**src/rtl/clk_rst_pkg.sv**
```systemverilog
// Shared types and constants for the clock/reset sequencer.
package clk_rst_pkg;

    typedef enum logic [2:0] {
        ST_SETTLE = 3'd0,
        ST_LOCKW  = 3'd1,
        ST_CCCRST = 3'd2,
        ST_SYSREL = 3'd3,
        ST_CAMREL = 3'd4,
        ST_RUN    = 3'd5
    } state_e;

    localparam int CCC_RST_PULSE = 16;
    localparam int SYNC_STAGES   = 2;

    // States in which loss of lock tears the downstream resets back down.
    function automatic logic lock_monitored(input state_e s);
        logic mon;
        case (s)
            ST_SYSREL, ST_CAMREL, ST_RUN: mon = 1'b1;
            default:                      mon = 1'b0;
        endcase
        return mon;
    endfunction

endpackage

```
**src/rtl/sync_2ff.sv**
```systemverilog
// Multi-flop synchroniser for a single asynchronous level, cleared by reset.
module sync_2ff
    import clk_rst_pkg::*;
(
    input  logic clk_i,
    input  logic rst_i,
    input  logic d_i,
    output logic q_o
);

    logic [SYNC_STAGES-1:0] sync_q;

    always_ff @(posedge clk_i or posedge rst_i) begin
        if (rst_i) begin
            sync_q <= '0;
        end else begin
            sync_q <= {sync_q[SYNC_STAGES-2:0], d_i};
        end
    end

    assign q_o = sync_q[SYNC_STAGES-1];

endmodule

```
**src/rtl/clk_rst_sequencer.sv**
```systemverilog
// Power-up sequencer: oscillator settle, CCC lock qualification, then ordered
// release of system, camera and LCD resets with lock-loss recovery.
module clk_rst_sequencer
    import clk_rst_pkg::*;
#(
    parameter int SETTLE_CYCLES = 1000,
    parameter int LOCK_STABLE   = 64,
    parameter int LOCK_TIMEOUT  = 50000,
    parameter int CAM_DELAY     = 5000,
    parameter int LCD_DELAY     = 5000,
    parameter int CNT_W         = 16
) (
    input  logic       CLK,
    input  logic       RESET,
    input  logic       CCC_LOCK,
    input  logic       SOFT_RST_REQ,
    output logic       CCC_RESET,
    output logic       SYS_RESET,
    output logic       CAM_PWDN,
    output logic       CAM_RESET_N,
    output logic       LCD_RESET,
    output logic       READY,
    output logic       LOCK_TO_FLAG,
    output logic [2:0] STATE_DBG
);

    localparam longint CNT_LIMIT = (64'd1 << CNT_W) - 64'd1;

    if (SETTLE_CYCLES < 1 || SETTLE_CYCLES > CNT_LIMIT ||
        LOCK_STABLE   < 1 || LOCK_STABLE   > CNT_LIMIT ||
        LOCK_TIMEOUT  < 1 || LOCK_TIMEOUT  > CNT_LIMIT ||
        CAM_DELAY     < 1 || CAM_DELAY     > CNT_LIMIT ||
        LCD_DELAY     < 1 || LCD_DELAY     > CNT_LIMIT) begin : g_param_check
        $error("clk_rst_sequencer: cycle parameter outside 1..2^CNT_W-1");
    end

    localparam logic [CNT_W-1:0] CNT_MAX     = '1;
    localparam logic [CNT_W-1:0] CNT_ONE     = CNT_W'(1);
    localparam logic [CNT_W-1:0] SETTLE_LAST = CNT_W'(SETTLE_CYCLES - 1);
    localparam logic [CNT_W-1:0] STABLE_LAST = CNT_W'(LOCK_STABLE - 1);
    localparam logic [CNT_W-1:0] TO_LAST     = CNT_W'(LOCK_TIMEOUT - 1);
    localparam logic [CNT_W-1:0] PULSE_LAST  = CNT_W'(CCC_RST_PULSE - 1);
    localparam logic [CNT_W-1:0] CAM_LAST    = CNT_W'(CAM_DELAY - 1);
    localparam logic [CNT_W-1:0] LCD_LAST    = CNT_W'(LCD_DELAY - 1);

    state_e           state_q, state_d;
    logic [CNT_W-1:0] cnt_q, cnt_d;
    logic [CNT_W-1:0] stable_q, stable_d;
    logic             ccc_reset_q, ccc_reset_d;
    logic             sys_reset_q, sys_reset_d;
    logic             cam_pwdn_q, cam_pwdn_d;
    logic             cam_reset_n_q, cam_reset_n_d;
    logic             lcd_reset_q, lcd_reset_d;
    logic             ready_q, ready_d;
    logic             lock_to_q, lock_to_d;
    logic             lock_gated_s;
    logic             lk_s;

    // Lock reported while the CCC is held in reset is meaningless, so it is
    // masked before the synchroniser and qualification restarts after release.
    assign lock_gated_s = CCC_LOCK & ~ccc_reset_q;

    sync_2ff u_lock_sync (
        .clk_i (CLK),
        .rst_i (RESET),
        .d_i   (lock_gated_s),
        .q_o   (lk_s)
    );

    // Next-state, counters and output decode from the next state.
    always_comb begin
        state_d   = state_q;
        cnt_d     = (cnt_q == CNT_MAX) ? cnt_q : cnt_q + CNT_ONE;
        stable_d  = stable_q;
        lock_to_d = lock_to_q;

        case (state_q)
            ST_SETTLE: begin
                if (cnt_q == SETTLE_LAST) state_d = ST_LOCKW;
                else                      state_d = ST_SETTLE;
            end
            ST_LOCKW: begin
                if (lk_s) stable_d = (stable_q == CNT_MAX) ? stable_q : stable_q + CNT_ONE;
                else      stable_d = '0;
                if (lk_s && stable_q >= STABLE_LAST) begin
                    state_d = ST_SYSREL;
                end else if (cnt_q >= TO_LAST) begin
                    state_d   = ST_CCCRST;
                    lock_to_d = 1'b1;
                end else begin
                    state_d = ST_LOCKW;
                end
            end
            ST_CCCRST: begin
                if (cnt_q == PULSE_LAST) state_d = ST_LOCKW;
                else                     state_d = ST_CCCRST;
            end
            ST_SYSREL: begin
                if (!lk_s)                 state_d = ST_LOCKW;
                else if (cnt_q == CAM_LAST) state_d = ST_CAMREL;
                else                       state_d = ST_SYSREL;
            end
            ST_CAMREL: begin
                if (!lk_s)                 state_d = ST_LOCKW;
                else if (cnt_q == LCD_LAST) state_d = ST_RUN;
                else                       state_d = ST_CAMREL;
            end
            ST_RUN: begin
                if (!lk_s) state_d = ST_LOCKW;
                else       state_d = ST_RUN;
            end
            default: state_d = ST_SETTLE;
        endcase

        if (SOFT_RST_REQ && state_q != ST_SETTLE) begin
            state_d = ST_SETTLE;
        end else begin
            state_d = state_d;
        end

        if (state_d != state_q) begin
            cnt_d    = '0;
            stable_d = '0;
        end else begin
            cnt_d = cnt_d;
        end

        ccc_reset_d   = (state_d == ST_SETTLE) || (state_d == ST_CCCRST);
        sys_reset_d   = !lock_monitored(state_d);
        cam_reset_n_d = (state_d == ST_CAMREL) || (state_d == ST_RUN);
        lcd_reset_d   = (state_d != ST_RUN);
        ready_d       = (state_d == ST_RUN);
        // Camera stays powered across lock-loss recovery; only a full restart re-asserts it.
        if (state_d == ST_SETTLE)          cam_pwdn_d = 1'b1;
        else if (lock_monitored(state_d))  cam_pwdn_d = 1'b0;
        else                               cam_pwdn_d = cam_pwdn_q;
    end

    // State, counters and registered outputs.
    always_ff @(posedge CLK or posedge RESET) begin
        if (RESET) begin
            state_q       <= ST_SETTLE;
            cnt_q         <= '0;
            stable_q      <= '0;
            ccc_reset_q   <= 1'b1;
            sys_reset_q   <= 1'b1;
            cam_pwdn_q    <= 1'b1;
            cam_reset_n_q <= 1'b0;
            lcd_reset_q   <= 1'b1;
            ready_q       <= 1'b0;
            lock_to_q     <= 1'b0;
        end else begin
            state_q       <= state_d;
            cnt_q         <= cnt_d;
            stable_q      <= stable_d;
            ccc_reset_q   <= ccc_reset_d;
            sys_reset_q   <= sys_reset_d;
            cam_pwdn_q    <= cam_pwdn_d;
            cam_reset_n_q <= cam_reset_n_d;
            lcd_reset_q   <= lcd_reset_d;
            ready_q       <= ready_d;
            lock_to_q     <= lock_to_d;
        end
    end

    assign CCC_RESET    = ccc_reset_q;
    assign SYS_RESET    = sys_reset_q;
    assign CAM_PWDN     = cam_pwdn_q;
    assign CAM_RESET_N  = cam_reset_n_q;
    assign LCD_RESET    = lcd_reset_q;
    assign READY        = ready_q;
    assign LOCK_TO_FLAG = lock_to_q;
    assign STATE_DBG    = state_q;

endmodule
```
**config.mk**
```make
export PLATFORM = sky130hd
export DESIGN_NAME = clk_rst_sequencer
export DESIGN_NICKNAME = d
export VERILOG_FILES = /design/src/rtl/clk_rst_pkg.sv /design/src/rtl/sync_2ff.sv /design/src/rtl/clk_rst_sequencer.sv
export SDC_FILE = /design/constraint.sdc
export NUM_CORES = 1
export LEC_CHECK = 0
export CORE_MARGIN = 4
export CORE_UTILIZATION = 42
export CTS_BUF_LIST = sky130_fd_sc_hd__clkbuf_4 sky130_fd_sc_hd__clkbuf_8 sky130_fd_sc_hd__clkbuf_16
export DETAILED_ROUTE_END_ITERATION = 10
export SETUP_SLACK_MARGIN = 0.05
export SYNTH_ARGS = -nofsm -noshare
export SYNTH_HDL_FRONTEND = slang
export SYNTH_HIERARCHICAL = 1
export SYNTH_SLANG_ARGS = --single-unit
```
**constraint.sdc**
```tcl
create_clock -name CLK -period 7.45 [get_ports CLK]
set_input_delay 1.49 -clock CLK [delete_from_list [all_inputs] [get_ports CLK]]
set_output_delay 1.49 -clock CLK [all_outputs]
set_load 0.005 [all_outputs]
```
==> results of run 1 <==
## layer usage
layer / wire length, µm / global-route usage (%)
met3: 163 / 2.816
met2: 2377 / 24.36
met1: 2567 / 22.67
met4: 20 / 4.173
met5: 0 / 0
## sequential cells by signal, indices dropped and copies added (netlist names)
signal,count
cnt_q,16
stable_q,16
STATE_DBG,3
u_lock_sync/sync_q,2
CAM_PWDN,1
CAM_RESET_N,1
CCC_RESET,1
LCD_RESET,1
LOCK_TO_FLAG,1
READY,1
SYS_RESET,1
## placed cells by master (no fill, tap or decap), types with 3 or more instances in the layout
master / count
nor2_1: 42
or3_1: 5
and3_1: 4
nor3_1: 7
nand2_1: 24
a21oi_1: 16
or4_1: 4
xnor2_1: 4
nor2b_1: 4
nor4_1: 8
nand3_1: 19
and2_1: 5
a31oi_1: 6
dfstp_2: 4
o21ai_0: 13
xor2_1: 8
a211oi_1: 3
dfrtp_1: 40
inv_1: 4
clkdlybuf4s50_1: 13
nand4_1: 8
clkbuf_8: 5
## through the flow
step | setup WS [ps] | area, µm²
after floorplan | 4842 | 2499
after global placement | 4037 | 2666
after detailed placement | 4011 | 2666
after CTS | 4307 | 2755
after global routing | 4060 | 2755
final | 4310 | 2755
## kinds of logic after synthesis
logic type	after synthesis	share of synthesized area [%]
fa+ha+maj	3	1.402
flops	44	44.27
xor+xnor	12	4.206
simple gates	144	30.30
compound gates	54	14.82
buf+inv	16	3.305
mux	4	1.703
## cell usage after synthesis (2+ instances only)
| library cell | instances |
|---|---|
| xor2_1 | 8 |
| o21ai_0 | 13 |
| nor4_1 | 8 |
| a22oi_1 | 2 |
| and2_1 | 5 |
| nor2b_1 | 4 |
| and3_1 | 4 |
| nand3_1 | 19 |
| ha_1 | 2 |
| or4_1 | 4 |
| or3_4 | 2 |
| dfstp_2 | 4 |
| a211oi_1 | 3 |
| inv_1 | 5 |
| nor3_1 | 7 |
| a21oi_1 | 16 |
| mux2_2 | 2 |
| a211oi_2 | 2 |
| nand4_1 | 8 |
| mux2i_1 | 2 |
| nor2_1 | 42 |
| or3_1 | 5 |
| nand4b_1 | 2 |
| buf_6 | 3 |
| nand2_1 | 24 |
| a31oi_1 | 6 |
| clkbuf_1 | 7 |
| nand4bb_1 | 2 |
| xnor2_1 | 4 |
| dfrtp_1 | 40 |
## worst register-to-register path: stages (launching register included)
cell and delay, ps:
dfrtp_1 420, ha_1 230, nand3_1 170, nor3_1 140, and3_1 220, a31oi_1 580, nand2_1 360, or4_1 570
a21oi_1 150
## final timing paths
| path | from | endpoint |
|---|---|---|
| worst max-delay path | SOFT_RST_REQ | cnt_q[0]$_DFFE_PP0P_ |
| worst min-delay path | u_lock_sync/sync_q[0]$_DFF_PP0_ | u_lock_sync/sync_q[1]$_DFF_PP0_ |
| worst max register to register | stable_q[0]$_DFFE_PP0P_ | stable_q[9]$_DFFE_PP0P_ |
| worst min register to register | u_lock_sync/sync_q[0]$_DFF_PP0_ | u_lock_sync/sync_q[1]$_DFF_PP0_ |
| max in group asynchronous | RESET | SYS_RESET$_DFF_PP1_ |
| min in group asynchronous | RESET | u_lock_sync/sync_q[0]$_DFF_PP0_ |
## power by group
part	switching (W)	internal (W)
Combinational	0.0000426	0.0000381
Clock	0.0000787	0.0000732
Sequential	0.0000325	0.000259
## area by class of cell
type,count,area (µm²)
Multi-Input combinational cell,217,1310
Timing Repair Buffer,14,137.6
Clock buffer,7,83.83
Tap cell,72,90.09
Clock inverter,1,5.005
Fill cell,517,2887
Inverter,6,22.52
Sequential cell,44,1106
==> summary.md, run 1 <==
| Metric | Value |
|---|---|
| Status | `completed` |
| Static Leak | `1.098 nW` |
| Worst r2r path cells | `8` |
| Initial antenna violation count | `0` |
| Slowest library cell on the worst path | `o211ai_4` |
| Vias in the first global route | `between 2000 and 2500` |
| Largest net degree at the start of global routing | `43` |
| Post-Synthesis Cells | `277` |
| Total track usage | `between 10% and 20%` |
| CP peak stage delay | `740 ps` |
| DR pass1 iterations | `4` |
| Post-synthesis sequential area ratio | `44.27%` |
| Final core utilization | `about 49%` |
| CP Cell Sequence | `clkdlybuf4s50_1, a211oi_1, nor2_1, o211ai_4, nor2_1` |
| HPWL after DPL | `between 3000 and 4000 µm` |
| Final Net Count | `between 200 and 300` |
| Startpoint types | `input port` |
| Final min period | `3140 ps` |
| Die X-Extent | `between 80 and 90 µm` |
| CTS resizes | `0` |
| Slew margin rel. | `38.79%` |
| PortBufs | `13` |
| YS warnings | `6` |
| Delay-heaviest family, CP | `compound AO/OA/AOI/OAI gates` |
| Die height | `between 80 and 90 µm` |
| Clk root buf | `clkbuf_8` |
| 1st-iter DRT viols | `93` |
| Prevailing post-synth register cell | `dfrtp_1` |
| Clk sinks | `between 40 and 50` |
| I/O pins | `14` |
| Placed cells | `around 350` |
| Final WL | `between 5000 and 6000 µm` |
| Pwr/cell area | `190.3 mW/mm²` |
| Share of layout cells above drive strength 1 | `under 10%` |
| Final RePlAce weighted congestion | `roughly 0.81` |
| Synth-to-layout area growth | `10.27%` |
| Setup TNS | `0 ps` |
| Peak supply drop | `0.0001031 V` |
| Hold path depth | `0` |
| Fmax | `roughly 0.32 GHz` |
| DR DRC count | `0` |
| Avg WL per Cell | `~14 µm` |
| Cts hold-fix bufs | `0` |
| Number of flops mapped to enable cells by yosys | `0` |
| WS Path Type | `input port to flip-flop` |
| Hold WS | `between 300 and 400 ps` |
| Clock buffer depth | `2` |
| Clk Latency, worst-skew pair | `between 200 and 300 ps` |
| Synth area leader | `dfrtp_1` |
| # H-tree levels | `2` |
| Worst clock skew | `9.554 ps` |
| Core Box Area | `0.005642 mm²` |
| Netlist cell types | `52` |
| Crit share post-route | `a little over two fifths` |
| Most frequent CP cell | `nor2_1` |
| Worst hold path type | `flip-flop to flip-flop` |
| Final ANT Viol Nets | `0` |
| First-pass GRT wire length | `between 9000 and 10000 µm` |
| Crit path capture type | `flip-flop` |
| Post-CTS setup buffers | `0` |
| Synth area leaders | `dfrtp_1 40%, nor2_1 6.3%, dfstp_2 4.2%` |
| FF-to-FF setup slack | `approximately 4500 ps` |
| Via count | `approximately 2000` |
| Bufs and invs on worst path | `1` |
| Initial Util | `between 40% and 50%` |
| Required time of the worst setup path | `about 7600 ps` |
| Netlist Area Pre-Place | `0.002499 mm²` |
| Worst-margin pin slew | `slightly above 900 ps` |
| CTS Buf Count | `5` |
| Die area | `between 0.007 and 0.008 mm²` |
| RSZ-0062 raised after global routing | `no` |
| Flops & latches, synth | `44` |
| Max-cap violations | `0` |
| Core Rows | `27` |
| TritonCTS clock tree | `done` |
| Fin cells | `approximately 360` |
| Mean Syn Cell Area | `between 9 and 10 µm²` |
| Grt total ovfl | `0` |
| Antenna diodes | `0` |
| Clock-pin slew on the worst setup and hold paths | `about 80 ps` |
| Syn_nets | `283` |
| Vias/cell | `about 5.7` |
| Max-slew violations | `0` |
| Critical path depth | `5` |
| Hold Vio Cnt, Final | `0` |
| Asr flop ratio synth | `between 90% and 100%` |
| Overall power | `~0.00052 W` |
| Top-area cell type share of the netlist area | `40.06%` |
| WP data arrival | `around 3300 ps` |
| Final setup fails | `0` |
| Crit-path max FO | `32` |
Note: power is estimated with default switching activity, not from simulation.
==> run 2: changes to the inputs <==
==> constraint.sdc (replaced) <==
create_clock -name CLK -period 3 [get_ports CLK]
set_input_delay 0.6 -clock CLK [delete_from_list [all_inputs] [get_ports CLK]]
set_output_delay 0.6 -clock CLK [all_outputs]
set_load 0.005 [all_outputs]
==> run 2 against run 1 <==
Net effect:
- design area grew 3.5%
- die area is the same
- register-to-register slack lost 4200 ps
- core utilization grew 1.7 points
==> summary.md, run 2 (same netlist as run 1, synthesis figures left out) <==
| Metric | Value |
|---|---|
| Final ANT Viol Nets | `0 (unchanged)` |
| Post-CTS setup buffers | `0 (unchanged)` |
| Clock-pin slew on the worst setup and hold paths | `90 ps (was 80 ps)` |
| Via count | `2112 (was 2050)` |
| Grt total ovfl | `0 (unchanged)` |
| DR pass1 iterations | `4 (unchanged)` |
| CP Cell Sequence | `or4_4, nor4_4, mux2i_1, a21oi_2, o221ai_2, o211ai_4, a211oi_1 (was clkdlybuf4s50_1, a211oi_1, nor2_1, o211ai_4, nor2_1)` |
| Max-cap violations | `0 (unchanged)` |
| # H-tree levels | `2 (unchanged)` |
| PortBufs | `13 (unchanged)` |
| Total track usage | `15.80% (was 15.74%)` |
| DR DRC count | `0 (unchanged)` |
| Die X-Extent | `85.13 µm (unchanged)` |
| Peak supply drop | `0.0003567 V (was 0.0001031 V)` |
| Core Rows | `27 (unchanged)` |
| Fmax | `approximately 0.37 GHz` |
| Clk sinks | `44 (unchanged)` |
| Switching Share | `28.12% (was 29.33%)` |
| Final RePlAce weighted congestion | `0.8369 (was 0.8129)` |
| Dpl ws | `236.7 ps (was 4011 ps)` |
| FILL cells | `540 (was 517)` |
| Slowest library cell on the worst path | `or4_4 (was o211ai_4)` |
| Cts hold-fix bufs | `0 (unchanged)` |
| Psw | `0.0004038 W (was 0.0001538 W)` |
| Vias in the first global route | `1996 (was 2032)` |
| Overall power | `0.001436 W (was 0.0005243 W)` |
| Clk root buf | `clkbuf_8 (unchanged)` |
| Status | `completed (unchanged)` |
| I/O pins | `14 (unchanged)` |
| Setup TNS | `0 ps (unchanged)` |
| Clock share of power | `35.5% (was 29.0%)` |
| Worst clock skew | `11.27 ps (was 9.554 ps)` |
| Post-route setup slack | `310.5 ps (was 4310 ps)` |
| Pwr/cell area | `503.8 mW/mm² (was 190.3 mW/mm²)` |
| Comb power frac | `14.2% (was 15.4%)` |
| 1st-iter DRT viols | `91 (was 93)` |
| Die area | `0.007247 mm² (unchanged)` |
| Final WL | `5719 µm (was 5129 µm)` |
| Avg WL per Cell | `15.63 µm (was 14.21 µm)` |
| Clock buffer depth | `2 (unchanged)` |
| Final min period | `roughly 2700 ps` |
| HPWL after DPL | `3695 µm (was 3533 µm)` |
| Clk Latency, worst-skew pair | `310 ps (was 290 ps)` |
| CTS Buf Count | `5 (unchanged)` |
| CP peak stage delay | `570 ps (was 740 ps)` |
| Hold path depth | `0 (unchanged)` |
| Worst r2r path cells | `7 (was 8)` |
| Initial antenna violation count | `0 (unchanged)` |
| Startpoint types | `flip-flop (was input port)` |
| Initial Util | `44.29% (unchanged)` |
| Share of layout cells above drive strength 1 | `11.22% (was 9.343%)` |
| Worst-margin pin slew | `598.5 ps (was 913.7 ps)` |
| Worst hold path type | `flip-flop to flip-flop (unchanged)` |
| Vias/cell | `5.770 (was 5.679)` |
| Crit share post-route | `between 80% and 90%` |
| Largest net degree at the start of global routing | `43 (unchanged)` |
| Die height | `85.13 µm (unchanged)` |
| P_int | `0.001032 W (was 0.0003705 W)` |
| Final Net Count | `299 (was 294)` |
| Slew margin rel. | `59.74% (was 38.79%)` |
| Reg power frac | `50.3% (was 55.6%)` |
| Static Leak | `1.138 nW (was 1.098 nW)` |
| Final setup fails | `0 (unchanged)` |
| Core Box Area | `0.005642 mm² (unchanged)` |
| RSZ-0062 raised after global routing | `no (unchanged)` |
| Crit path capture type | `flip-flop (unchanged)` |
| Hold Vio Cnt, Final | `0 (unchanged)` |
| Most frequent cells in the layout | `42 x nor2_1, 40 x dfrtp_1, 24 x nand2_1 (unchanged)` |
| First-pass GRT wire length | `9328 µm (was 9549 µm)` |
| TritonCTS clock tree | `done (unchanged)` |
| Hold WS | `358.6 ps (was 357.3 ps)` |
| Most common cell after layout, fill and taps aside | `nor2_1 (unchanged)` |
| WP data arrival | `2900 ps (was 3280 ps)` |
| Antenna diodes | `0 (unchanged)` |
| Max-slew violations | `0 (unchanged)` |
| WS Path Type | `flip-flop to flip-flop (was input port to flip-flop)` |
| Synth-to-layout area growth | `14.07% (was 10.27%)` |
| Crit-path max FO | `16 (was 32)` |
| Required time of the worst setup path | `3210 ps (was 7590 ps)` |
-- run 2: cell types whose count changed in the layout (fill, tap and decap cells not counted), sizes merged --
| cell | change |
|---|---|
| bufinv | +1 |
| o211ai | +1 |
| buf | +4 |
| clkinv | -1 |
-- run 2: path summary, 6_finish.rpt --
check | startpoint | end | slack [ps]
setup / recovery | cnt_q[13]$_DFFE_PP0P_ | cnt_q[4]$_DFFE_PP0P_ | 310
hold / removal | u_lock_sync/sync_q[0]$_DFF_PP0_ | u_lock_sync/sync_q[1]$_DFF_PP0_ | 360
min in group asynchronous | RESET | u_lock_sync/sync_q[0]$_DFF_PP0_ | 460
max in group asynchronous | RESET | CCC_RESET$_DFF_PP1_ | 1880
hold reg to reg | u_lock_sync/sync_q[0]$_DFF_PP0_ | u_lock_sync/sync_q[1]$_DFF_PP0_ | 360
setup reg to reg | cnt_q[13]$_DFFE_PP0P_ | cnt_q[4]$_DFFE_PP0P_ | 310
-- run 2: per-stage QoR --
step                utilization, %  cells  instance area, µm²
global placement             47.79    357                2696
finish                       50.52    366                2850
floorplan                        -    277                2499
CTS                          50.03    365                2823
detailed placement           47.79    357                2696
global route                 50.52    366                2850
-- run 2: per-layer routing --
layer	routed length, µm	track usage [%]	part of all wire (%)	vias to the layer above
li1	-	-	-	1043
met1	2782	21.62	49	1025
met2	2610	25.00	46	37
met3	274	3.883	4.8	7
met4	51	4.173	0.89	0
met5	0	0	0	-
-- run 2: worst max-delay path, delay by kind of cell, from the launching register on --
family,cells,cell delay [ps]
simple gates,2,910
flops,1,430
mux,1,250
compound gates,4,990
-- run 2: area by class of cell --
class,instances,area (µm²),share of cell area (%)
clock inverter,1,30.03,1.054
timing repair buffer,18,167.7,5.882
tap,72,90.09,3.161
multi-input combinational,218,1338,46.93
clock buffer,7,96.34,3.380
sequential,44,1106,38.81
inverter,6,22.52,0.7902
-- run 2: power by group through the flow --
| stage | clock (W) | combinational [W] | sequential (W) |
|---|---|---|---|
| after floorplan | 0 | 0.000170 | 0.000711 |
| after global placement | 0 | 0.000198 | 0.000733 |
| after detailed placement | 0 | 0.000205 | 0.000733 |
| after CTS | 0.000522 | 0.000206 | 0.000722 |
| after global routing | 0.000550 | 0.000238 | 0.000738 |
| final | 0.000510 | 0.000204 | 0.000723 |
-- run 2: timing repair --
item / CTS / global route
hold endpoints to repair: 0 / 0
endpoints found under the setup margin: 0 / 23
gates resized for setup: 0 / 2
==> run 3: changes to the inputs <==
--- a/config.mk
+++ b/config.mk
@@ -12,5 +12,4 @@
 export SETUP_SLACK_MARGIN = 0.05
 export SYNTH_ARGS = -nofsm -noshare
 export SYNTH_HDL_FRONTEND = slang
-export SYNTH_HIERARCHICAL = 1
 export SYNTH_SLANG_ARGS = --single-unit
==> run 3 against run 2 <==
Net effect:
- flip-flop and latch count stayed put
- worst setup slack better by 29 ps
- core utilization is 0.54 points lower
- first-iteration DRC count up 24%
- sequential share of layout area fell by 2.5 points
- clock power fell by 3%
- combinational power grew to 2.8 times the previous value
- largest power group unchanged
==> summary.md, run 3 <==
| Metric | Value |
|---|---|
| Status | `completed (unchanged)` |
| Vias/cell | `5.810 (was 5.770)` |
| Prevailing post-synth register cell | `dfrtp_1 (unchanged)` |
| Clk sinks | `44 (unchanged)` |
| Number of flops mapped to enable cells by yosys | `0 (unchanged)` |
| Synth area leader | `dfrtp_1 (unchanged)` |
| Syn_nets | `295 (was 283)` |
| Via count | `2196 (was 2112)` |
| Fmax | `0.3758 GHz (was 0.3718 GHz)` |
| Flops & latches, synth | `44 (unchanged)` |
| Initial Util | `44.44% (was 44.29%)` |
| Crit path capture type | `flip-flop (unchanged)` |
| Final setup fails | `0 (unchanged)` |
| Setup TNS | `0 ps (unchanged)` |
| Avg WL per Cell | `15.33 µm (was 15.63 µm)` |
| Post-Synth Adder-Cell Area | `0.9238% (was 1.402%)` |
| Share of layout cells above drive strength 1 | `17.49% (was 11.22%)` |
| Max-slew violations | `0 (unchanged)` |
| Post-synth top cells | `40 x dfrtp_1, 33 x a21oi_1, 26 x nand2_1 (was 42 x nor2_1, 40 x dfrtp_1, 24 x nand2_1)` |
| Mean Syn Cell Area | `9.373 µm² (was 9.020 µm²)` |
| CTS Buf Count | `5 (unchanged)` |
| Worst r2r path cells | `9 (was 7)` |
| Die height | `88.31 µm (was 85.13 µm)` |
| WP data arrival | `2840 ps (was 2900 ps)` |
| Clock-pin slew on the worst setup and hold paths | `80 ps (was 90 ps)` |
| Cts hold-fix bufs | `0 (unchanged)` |
| Simple-gate share of the synthesized area | `24.02% (was 30.30%)` |
| Final min period | `2661 ps (was 2689 ps)` |
| Crit share post-route | `88.70% (was 89.65%)` |
| Post-synthesis mux area share | `1.109% (was 1.703%)` |
| TritonCTS clock tree | `done (unchanged)` |
| Static Leak | `1.195 nW (was 1.138 nW)` |
| Largest net degree at the start of global routing | `45 (was 43)` |
| Max-cap violations | `0 (unchanged)` |
| Die X-Extent | `88.31 µm (was 85.13 µm)` |
| Top-area cell type share of the netlist area | `36.95% (was 40.06%)` |
| Synth area leaders | `dfrtp_1 37%, a21oi_1 6.1%, dfstp_2 3.9% (was dfrtp_1 40%, nor2_1 6.3%, dfstp_2 4.2%)` |
| Die area | `0.007799 mm² (was 0.007247 mm²)` |
| Largest family of logic cells by synthesized area | `compound AO/OA/AOI/OAI gates (was simple AND/OR/NAND/NOR gates)` |
| FF-to-FF setup slack | `340 ps (was 310 ps)` |
| Worst-margin pin slew | `901.3 ps (was 598.5 ps)` |
| Crit path from | `cnt_q[0]$_DFFE_PP0P_ (was cnt_q[13]$_DFFE_PP0P_)` |
| First-pass GRT wire length | `10240 µm (was 9328 µm)` |
| Total track usage | `16.63% (was 15.80%)` |
| Most common cell after layout, fill and taps aside | `dfrtp_1 (was nor2_1)` |
| Final RePlAce weighted congestion | `0.8102 (was 0.8369)` |
| Post-Synth XOR/XNOR Area | `2.910% (was 4.206%)` |
| Final ANT Viol Nets | `0 (unchanged)` |
| WS Path Type | `flip-flop to flip-flop (unchanged)` |
| I/O pins | `14 (unchanged)` |
| Clk Latency, worst-skew pair | `300 ps (was 310 ps)` |
| HPWL after DPL | `4041 µm (was 3695 µm)` |
| Required time of the worst setup path | `3180 ps (was 3210 ps)` |
| Initial antenna violation count | `0 (unchanged)` |
| Hold WS | `362.4 ps (was 358.6 ps)` |
| Startpoint types | `flip-flop (unchanged)` |
| Worst r2r dst | `stable_q[15]$_DFFE_PP0P_ (was cnt_q[4]$_DFFE_PP0P_)` |
| Post-synthesis sequential area ratio | `40.83% (was 44.27%)` |
| Final WL | `5796 µm (was 5719 µm)` |
| Antenna diodes | `0 (unchanged)` |
| Peak supply drop | `0.0003793 V (was 0.0003567 V)` |
| # H-tree levels | `2 (unchanged)` |
| Hold path depth | `0 (unchanged)` |
| Placed Area | `0.002920 mm² (was 0.002696 mm²)` |
| 1st-iter DRT viols | `113 (was 91)` |
| Post-CTS setup buffers | `0 (unchanged)` |
| PortBufs | `13 (unchanged)` |
| Final instance area | `0.003047 mm² (was 0.002850 mm²)` |
| Post-Synthesis Cells | `289 (was 277)` |
| Asr flop ratio synth | `100.0% (unchanged)` |
| YS warnings | `0 (was 6)` |
| Final Net Count | `308 (was 299)` |
| Core Rows | `28 (was 27)` |
| Pwr/cell area | `584.2 mW/mm² (was 503.8 mW/mm²)` |
| Most frequent cells in the layout | `40 x dfrtp_1, 33 x a21oi_1, 26 x nand2_1 (was 42 x nor2_1, 40 x dfrtp_1, 24 x nand2_1)` |
| RSZ-0062 raised after global routing | `no (unchanged)` |
| Slew margin rel. | `39.82% (was 59.74%)` |
| Worst R2R Start | `cnt_q[0]$_DFFE_PP0P_ (was cnt_q[13]$_DFFE_PP0P_)` |
| Netlist Area Pre-Place | `0.002709 mm² (was 0.002499 mm²)` |
| Hold EP | `u_lock_sync.sync_q[1]$_DFF_PP0_ (was u_lock_sync/sync_q[1]$_DFF_PP0_)` |
| Vias in the first global route | `2101 (was 1996)` |
| Hold Vio Cnt, Final | `0 (unchanged)` |
| DR pass1 iterations | `4 (unchanged)` |
| DR DRC count | `0 (unchanged)` |
| Top-count cell post-synth | `dfrtp_1 (was nor2_1)` |
| Crit-path max FO | `12 (was 16)` |
| Netlist cell types | `62 (was 52)` |
| Synth-to-layout area growth | `12.47% (was 14.07%)` |
| Compound-cell area share of the yosys netlist | `25.31% (was 14.82%)` |
| Core Box Area | `0.006096 mm² (was 0.005642 mm²)` |
| Clock buffer depth | `2 (unchanged)` |
| Grt total ovfl | `0 (unchanged)` |
| CTS resizes | `0 (unchanged)` |
| Hold Startpoint | `u_lock_sync.sync_q[0]$_DFF_PP0_ (was u_lock_sync/sync_q[0]$_DFF_PP0_)` |
| Clk root buf | `clkbuf_8 (unchanged)` |
| FILL cells | `603 (was 540)` |
| Worst clock skew | `8.048 ps (was 11.27 ps)` |
| Worst hold path type | `flip-flop to flip-flop (unchanged)` |
-- run 3: cell type report --
cell class | instances | area [µm²] | share of cell area (%)
clock buffers | 7 | 96.34 | 3.162
clock inverters | 1 | 30.03 | 0.9856
inverters | 6 | 22.52 | 0.7392
multi-input cells | 224 | 1470 | 48.25
flip-flops and latches | 44 | 1106 | 36.30
well taps | 75 | 93.84 | 3.080
repair buffers | 21 | 227.7 | 7.474
-- run 3: layer usage --
layer	up-vias	track usage (%)	wire (µm)
met1	1057	23.02	2796
met3	6	3.538	216
li1	1092	-	-
met5	-	0	0
met2	41	25.83	2722
met4	0	5.907	61
-- run 3: critical path, cell delays in order (launching register included) --
cell and delay (ps):
dfrtp_1 380, ha_1 260, nand3_1 130, a2111oi_2 390, nor2_1 90, a211oi_1 380, o21ai_2 150, a2bb2oi_4 490
buf_12 210, a21oi_1 70
-- run 3: cell families (layout without fill, tap and decap cells) --
family,after synthesis,in the layout
fa+ha+maj,2,2
mux,3,3
compound gates,92,92
xor+xnor,9,9
simple gates,118,118
buf+inv,21,35
flops,44,44
-- run 3: worst max path at each step --
stage                                to  depth (start not counted)
6_report       stable_q[15]$_DFFE_PP0P_                          9
5_1_grt        stable_q[15]$_DFFE_PP0P_                          9
4_1_cts        stable_q[15]$_DFFE_PP0P_                          9
3_5_place_dp   stable_q[15]$_DFFE_PP0P_                          9
3_3_place_gp    stable_q[6]$_DFFE_PP0P_                          9
2_1_floorplan   stable_q[6]$_DFFE_PP0P_                          9
-- run 3: per-stage QoR --
stage	setup WS (ps)	utilization [%]	std cells	power, W
after floorplan	815.3	-	289	0.001150
after global placement	387.5	47.91	370	0.001301
after detailed placement	324.5	47.91	370	0.001300
after CTS	313.4	49.98	378	0.001802
after global routing	78.21	49.98	378	0.001885
final	339.1	49.98	378	0.001780
-- run 3: where the power goes --
part | switching [W] | total, W | internal, W
logic | 0.000321 | 0.000569 | 0.000248
clock network | 0.000201 | 0.000494 | 0.000294
registers | 0.0000675 | 0.000716 | 0.000649
total | 0.000589 | 0.00178 | 0.00119
